**src/rtl/riscv_pmp_arbiter_pkg.sv**
```systemverilog
// rtl/riscv_pmp_arbiter_pkg.sv - shared types for the PMP checker arbiter
package riscv_pmp_arbiter_pkg;

    // Bus transfer size encoding seen by the PMP checker
    typedef enum logic [2:0] {
        BYTE  = 3'b000,
        HWORD = 3'b001,
        WORD  = 3'b010,
        DWORD = 3'b011,
        QWORD = 3'b100
    } biu_size_t;

    // Which requester a pipelined check belongs to
    typedef enum logic {
        PMP_SRC_IF = 1'b0,
        PMP_SRC_DM = 1'b1
    } pmp_src_t;

endpackage

```
**src/rtl/riscv_pmp_arb_sel.sv**
```systemverilog
// rtl/riscv_pmp_arb_sel.sv - IF/DM winner selection; PMP_ARB_RR_EN selects round-robin
module riscv_pmp_arb_sel
    import riscv_pmp_arbiter_pkg::*;
#(
    parameter int STARVE_MAX = 4
) (
    input  logic clk_i,
    input  logic rst_i,
    input  logic if_req_i,
    input  logic dm_req_i,
    input  logic blk_i,
    output logic if_gnt_o,
    output logic dm_gnt_o
);

`ifdef PMP_ARB_RR_EN
    pmp_src_t last_q, last_d;
    logic     if_win;

    // On contention the requester that did not win last time is granted
    always_comb begin
        if_win   = if_req_i & (~dm_req_i | (last_q == PMP_SRC_DM));
        if_gnt_o = ~blk_i & if_win;
        dm_gnt_o = ~blk_i & dm_req_i & ~if_win;
        last_d   = last_q;
        if (if_gnt_o)      last_d = PMP_SRC_IF;
        else if (dm_gnt_o) last_d = PMP_SRC_DM;
    end

    // Last-winner pointer starts at DM so IF takes the first contention
    always_ff @(posedge clk_i) begin
        if (rst_i) last_q <= PMP_SRC_DM;
        else       last_q <= last_d;
    end
`else
    localparam int              CNT_W   = $clog2(STARVE_MAX + 1);
    localparam logic [CNT_W-1:0] CNT_MAX = CNT_W'(STARVE_MAX);

    logic [CNT_W-1:0] cnt_q, cnt_d;
    logic             if_win;

    // DM has priority unless IF has lost STARVE_MAX arbitrations in a row
    always_comb begin
        if_win   = if_req_i & (~dm_req_i | (cnt_q == CNT_MAX));
        if_gnt_o = ~blk_i & if_win;
        dm_gnt_o = ~blk_i & dm_req_i & ~if_win;
        cnt_d    = cnt_q;
        if (if_gnt_o)                                   cnt_d = '0;
        else if (if_req_i && !blk_i && cnt_q != CNT_MAX) cnt_d = cnt_q + 1'b1;
    end

    // Starvation counter; blocked cycles leave it untouched
    always_ff @(posedge clk_i) begin
        if (rst_i) cnt_q <= '0;
        else       cnt_q <= cnt_d;
    end
`endif

endmodule

```
**src/rtl/riscv_pmp_arbiter.sv**
```systemverilog
// rtl/riscv_pmp_arbiter.sv - shares one PMP checker between IF and DM (option: PMP_ARB_RR_EN)
module riscv_pmp_arbiter
    import riscv_pmp_arbiter_pkg::*;
#(
    parameter int XLEN       = 32,
    parameter int PLEN       = (XLEN == 32) ? 34 : 56,
    parameter int STARVE_MAX = 4
) (
    input  logic            clk_i,
    input  logic            rst_i,
    input  logic            if_req_i,
    input  logic [PLEN-1:0] if_adr_i,
    input  biu_size_t       if_size_i,
    output logic            if_gnt_o,
    output logic            if_rsp_vld_o,
    output logic            if_exception_o,
    input  logic            dm_req_i,
    input  logic [PLEN-1:0] dm_adr_i,
    input  biu_size_t       dm_size_i,
    input  logic            dm_we_i,
    output logic            dm_gnt_o,
    output logic            dm_rsp_vld_o,
    output logic            dm_exception_o,
    input  logic            flush_i,
    input  logic            pmp_upd_i,
    output logic            chk_req_o,
    output logic            chk_instruction_o,
    output logic [PLEN-1:0] chk_adr_o,
    output biu_size_t       chk_size_o,
    output logic            chk_we_o,
    input  logic            chk_exception_i
);

    logic            upd_q;
    logic            blk;
    logic            chk_req_q,  chk_req_d;
    pmp_src_t        chk_src_q,  chk_src_d;
    logic [PLEN-1:0] chk_adr_q,  chk_adr_d;
    biu_size_t       chk_size_q, chk_size_d;
    logic            chk_we_q,   chk_we_d;
    logic            rsp_vld_q,  rsp_vld_d;
    pmp_src_t        rsp_src_q,  rsp_src_d;
    logic            rsp_exc_q,  rsp_exc_d;

    // CSR writes block grants this cycle and the next so the checker sees settled state
    assign blk = rst_i | flush_i | pmp_upd_i | upd_q;

    riscv_pmp_arb_sel #(
        .STARVE_MAX (STARVE_MAX)
    ) u_sel (
        .clk_i    (clk_i),
        .rst_i    (rst_i),
        .if_req_i (if_req_i),
        .dm_req_i (dm_req_i),
        .blk_i    (blk),
        .if_gnt_o (if_gnt_o),
        .dm_gnt_o (dm_gnt_o)
    );

    // Capture the winner for the checker; response is killed by a flush in its check cycle
    always_comb begin
        chk_req_d  = if_gnt_o | dm_gnt_o;
        chk_src_d  = chk_src_q;
        chk_adr_d  = chk_adr_q;
        chk_size_d = chk_size_q;
        chk_we_d   = chk_we_q;
        if (if_gnt_o) begin
            chk_src_d  = PMP_SRC_IF;
            chk_adr_d  = if_adr_i;
            chk_size_d = if_size_i;
            chk_we_d   = 1'b0;
        end else if (dm_gnt_o) begin
            chk_src_d  = PMP_SRC_DM;
            chk_adr_d  = dm_adr_i;
            chk_size_d = dm_size_i;
            chk_we_d   = dm_we_i;
        end
        rsp_vld_d = chk_req_q & ~flush_i;
        rsp_src_d = chk_src_q;
        rsp_exc_d = chk_req_q & chk_exception_i;
    end

    // Pipeline registers; source resets to DM so chk_instruction_o reads 0
    always_ff @(posedge clk_i) begin
        if (rst_i) begin
            upd_q      <= 1'b0;
            chk_req_q  <= 1'b0;
            chk_src_q  <= PMP_SRC_DM;
            chk_adr_q  <= '0;
            chk_size_q <= BYTE;
            chk_we_q   <= 1'b0;
            rsp_vld_q  <= 1'b0;
            rsp_src_q  <= PMP_SRC_DM;
            rsp_exc_q  <= 1'b0;
        end else begin
            upd_q      <= pmp_upd_i;
            chk_req_q  <= chk_req_d;
            chk_src_q  <= chk_src_d;
            chk_adr_q  <= chk_adr_d;
            chk_size_q <= chk_size_d;
            chk_we_q   <= chk_we_d;
            rsp_vld_q  <= rsp_vld_d;
            rsp_src_q  <= rsp_src_d;
            rsp_exc_q  <= rsp_exc_d;
        end
    end

    assign chk_req_o         = chk_req_q;
    assign chk_instruction_o = (chk_src_q == PMP_SRC_IF);
    assign chk_adr_o         = chk_adr_q;
    assign chk_size_o        = chk_size_q;
    assign chk_we_o          = chk_we_q;

    assign if_rsp_vld_o   = rsp_vld_q & (rsp_src_q == PMP_SRC_IF);
    assign if_exception_o = if_rsp_vld_o & rsp_exc_q;
    assign dm_rsp_vld_o   = rsp_vld_q & (rsp_src_q == PMP_SRC_DM);
    assign dm_exception_o = dm_rsp_vld_o & rsp_exc_q;

endmodule
```
**config.mk**
```make
export PLATFORM = sky130hd
export DESIGN_NAME = riscv_pmp_arbiter
export DESIGN_NICKNAME = d
export VERILOG_FILES = /design/src/rtl/riscv_pmp_arbiter_pkg.sv /design/src/rtl/riscv_pmp_arb_sel.sv /design/src/rtl/riscv_pmp_arbiter.sv
export SDC_FILE = /design/constraint.sdc
export NUM_CORES = 1
export LEC_CHECK = 0
export CAP_MARGIN = 20
export CELL_PAD_IN_SITES_DETAIL_PLACEMENT = 1
export CELL_PAD_IN_SITES_GLOBAL_PLACEMENT = 2
export CORE_MARGIN = 5
export CORE_UTILIZATION = 23
export CTS_CLUSTER_DIAMETER = 60
export DETAILED_ROUTE_END_ITERATION = 6
export HOLD_SLACK_MARGIN = 0.15
export PLACE_DENSITY = 0.85
export SYNTH_ARGS = -nofsm -noshare
export SYNTH_HDL_FRONTEND = slang
export SYNTH_SLANG_ARGS = --single-unit
```
**constraint.sdc**
```tcl
create_clock -name clk_i -period 4.4 [get_ports clk_i]
set_input_delay 1.1 -clock clk_i [delete_from_list [all_inputs] [get_ports clk_i]]
set_output_delay 1.1 -clock clk_i [all_outputs]
set_load 0.1 [all_outputs]
```
==> flow_summary_export.csv <==
group,metric,value,unit
run_status,status,"completed",
clocking,cts-root-buf,"clkbuf_8",
clocking,cts_hold_buf,0,
worst_hold_path,hold_class,"reg2reg",
synth,synthArstFlopShare,0,%
synth,synth_xor_area_share,0,%
pwr,switchingPower,0.328,mW
routing,drt-initial-drc-count,70,
clocking,ctsLongestPathBuffers,2,
cells_and_area,stdcell_area,3840,sq um
synth,synth_top_family_by_area,"compound AO/OA/AOI/OAI gates",
synth,yosys.area_share.simple,13.0,%
synth,netlist_instances,265,
pwr,ir_drop,0.109,mV
job,drv_cap,0,
synth,yosysTopAreaCell,"dfxtp_1",
pwr,pwr-share-seq,40.6,%
pwr,power_density,287,nW/um^2
global_routing,grt-ovfl-total,0,
clocking,cts_buffers,5,
timing,setup_viol,0,
timing,tightest_slew,1.01,ns
routing,ant_nets,0,
timing,period_share,88.7,%
clocking,postCtsSetupBuffers,0,
pwr,power,1.11,mW
clocking,clock-sinks,47,
clocking,cts_tree,"done",
timing,relSlewSlack,32.7,%
synth,synth_most_common_cell,"dfxtp_1",
placement,placed_cells,504,
floorplan,pin_count,128,
floorplan,start_util,23.8,%
global_routing,antenna_found_initial,0,
global_routing,grt_util_all_layers,14.0,%
synth,synthTopCellsByCount,"dfxtp_1 (47), inv_1 (45), a211oi_1 (37), nor3_1 (37), o221a_2 (28)",
cells_and_area,finalNetCount,462,
synth,synth_fp_nets,349,
routing,vias,2480,
synth,synth_edf_count,0,
cells_and_area,nFillCells,1140,
critical_path,path_class,"in2out",
synth,yosysSeqAreaShare,40.1,%
timing,hold_viol,0,
timing,max_freq,0.256,GHz
placement,gp_congestion,0.720,
pwr,p_int,0.777,mW
clocking,h-tree-depth,2,
timing,fin_hold_ws,0.459,ns
synth,yosys.area.top_type_share,40.1,%
timing,fin_setup_tns,0,ns
cells_and_area,syn_to_final_growth,64.1,%
placement,hpwl,6140,um
routing,routed_via_density,4.84,
critical_path,worst_setup_path_start_kind,"primary input",
global_routing,grt_first_pass_wirelength,14300,um
floorplan,die_h,111,um
pwr,netSwitchingFraction,29.7,%
cells_and_area,regArea,941,sq um
global_routing,grt_max_degree,44,
routing,firstDrtPassIters,4,
critical_path,cp_max_fo,3,
pwr,p_comb_share,24.6,%
clocking,clk_pin_slew,0.10,ns
synth,synthesis.area,2340,sq um
synth,synth_compound_area_share,32.9,%
synth,ys_types,28,
floorplan,die_area,12300,sq um
timing,finClkSkew,0.00931,ns
synth,yosysWarningCount,0,
floorplan,core_area,9860,sq um
pwr,p_clk_share,34.7,%
synth,synthAdderAreaFrac,1.07,%
pwr,p_leak,1.30,nW
cells_and_area,instances_no_fill,512,
critical_path,endpoint_kind,"output port",
routing,wire_per_inst,17.1,um
clocking,clock_latency,0.30,ns
timing,rsz0062_at_grt,"no",
routing,routed_wl,8750,um
placement,placed_area,3710,sq um
floorplan,rows,36,
synth,ys_top_cells_by_area,"dfxtp_1 (40%), o221a_2 (13%), a211oi_1 (12%), nor3_1 (7.9%), inv_1 (7.2%)",
cells_and_area,antennaDiodeCount,0,
critical_path,critical_path_required,3.30,ns
clocking,post_cts_resized,0,
placement,portBuffers,127,
cells_and_area,drive_gt1_share,12.9,%
critical_path,arrival,2.80,ns
cells_and_area,multi_input_area,1110,sq um
timing,fin_crit,3.90,ns
routing,drcViolationCount,0,
synth,ys_ff_latch,47,
synth,synth_mux_area_share,0,%
global_routing,grt_pass1_vias,2641,
floorplan,die-width,111,um
timing,slew_violations,0,
synth,syn_area_per_cell,8.84,sq um
synth,synth_ff_type,"dfxtp_1",
[cells by family after synthesis]
kind of cell               count (synthesis)
adders and majority gates                  2
and+or+nand+nor                           57
buffers and inverters                     73
DFF                                       47
AOI/OAI and AO/OA                         86
[final cells by class]
class | count | area share, %
repair buffers | 134 | 34.6
clock inverters | 2 | 1.56
multi-input cells | 145 | 28.8
flip-flops and latches | 47 | 24.5
well taps | 133 | 4.33
clock buffers | 6 | 1.89
inverters | 45 | 4.39
[sequential cells by signal (all words and copies together) (netlist names)]
register     count
chk_we_o         1
rsp_vld_q        1
chk_req_o        1
upd_q            1
u_sel.cnt_q      3
chk_size_o       3
chk_src_q        1
chk_adr_o       34
rsp_src_q        1
rsp_exc_q        1
[critical path: stages]
cell and delay (ns):
clkdlybuf4s50_1 0.45, or4_1 0.56, or3_4 0.40, inv_1 0.11, buf_12 0.18
[metrics by stage]
| stage | worst slack, ns | utilization (%) |
|---|---|---|
| floorplan | 0.260 | - |
| global placement | 0.517 | 37.6 |
| detailed placement | 0.502 | 37.6 |
| CTS | 0.479 | 39.0 |
| global route | 0.426 | 39.0 |
| finish | 0.496 | 39.0 |
[path summary, 6_finish.rpt]
kind / from / endpoint / slack, ns / cells after the start
min reg2reg: chk_src_q / rsp_src_q / 0.46 / 2
max reg2reg: u_sel.cnt_q[0] / chk_adr_o[21] / 2.30 / 6
min: chk_src_q / rsp_src_q / 0.46 / 2
max: flush_i / if_gnt_o / 0.50 / 5
[power groups by stage]
stage	Combinational [mW]	Clock, mW	Sequential (mW)
detailed placement	0.275	0	0.459
CTS	0.276	0.402	0.449
finish	0.272	0.384	0.449
global placement	0.272	0	0.458
floorplan	0.0667	0	0.548
global route	0.287	0.419	0.452
[placed cells by master, fill, tap and decap left out, types with 2 or more instances in the layout]
master           netlist  final
clkdlybuf4s50_1        0    122
dfxtp_1               47     47
inv_1                 45     45
nor3_1                37     37
a211oi_1              37     37
o221a_2               28     28
o221a_1                9      9
buf_4                  0      7
clkbuf_8               0      5
a21oi_1                4      4
nand4_1                4      4
nand2_1                3      3
and3_1                 3      3
buf_2                  3      3
nor2b_1                2      2
o31ai_1                2      2
o21ai_0                2      2
ha_1                   2      2
bufinv_16              0      2
buf_12                 0      2
[metal layers]
layer	global-route usage, %	part of all wire [%]	vias up
met5	0	0	-
met4	2.46	0.69	0
met3	4.75	6.8	5
met2	24.6	50	85
met1	16.8	43	1180
li1	-	-	1210
Power figures use the tool's default switching activity.
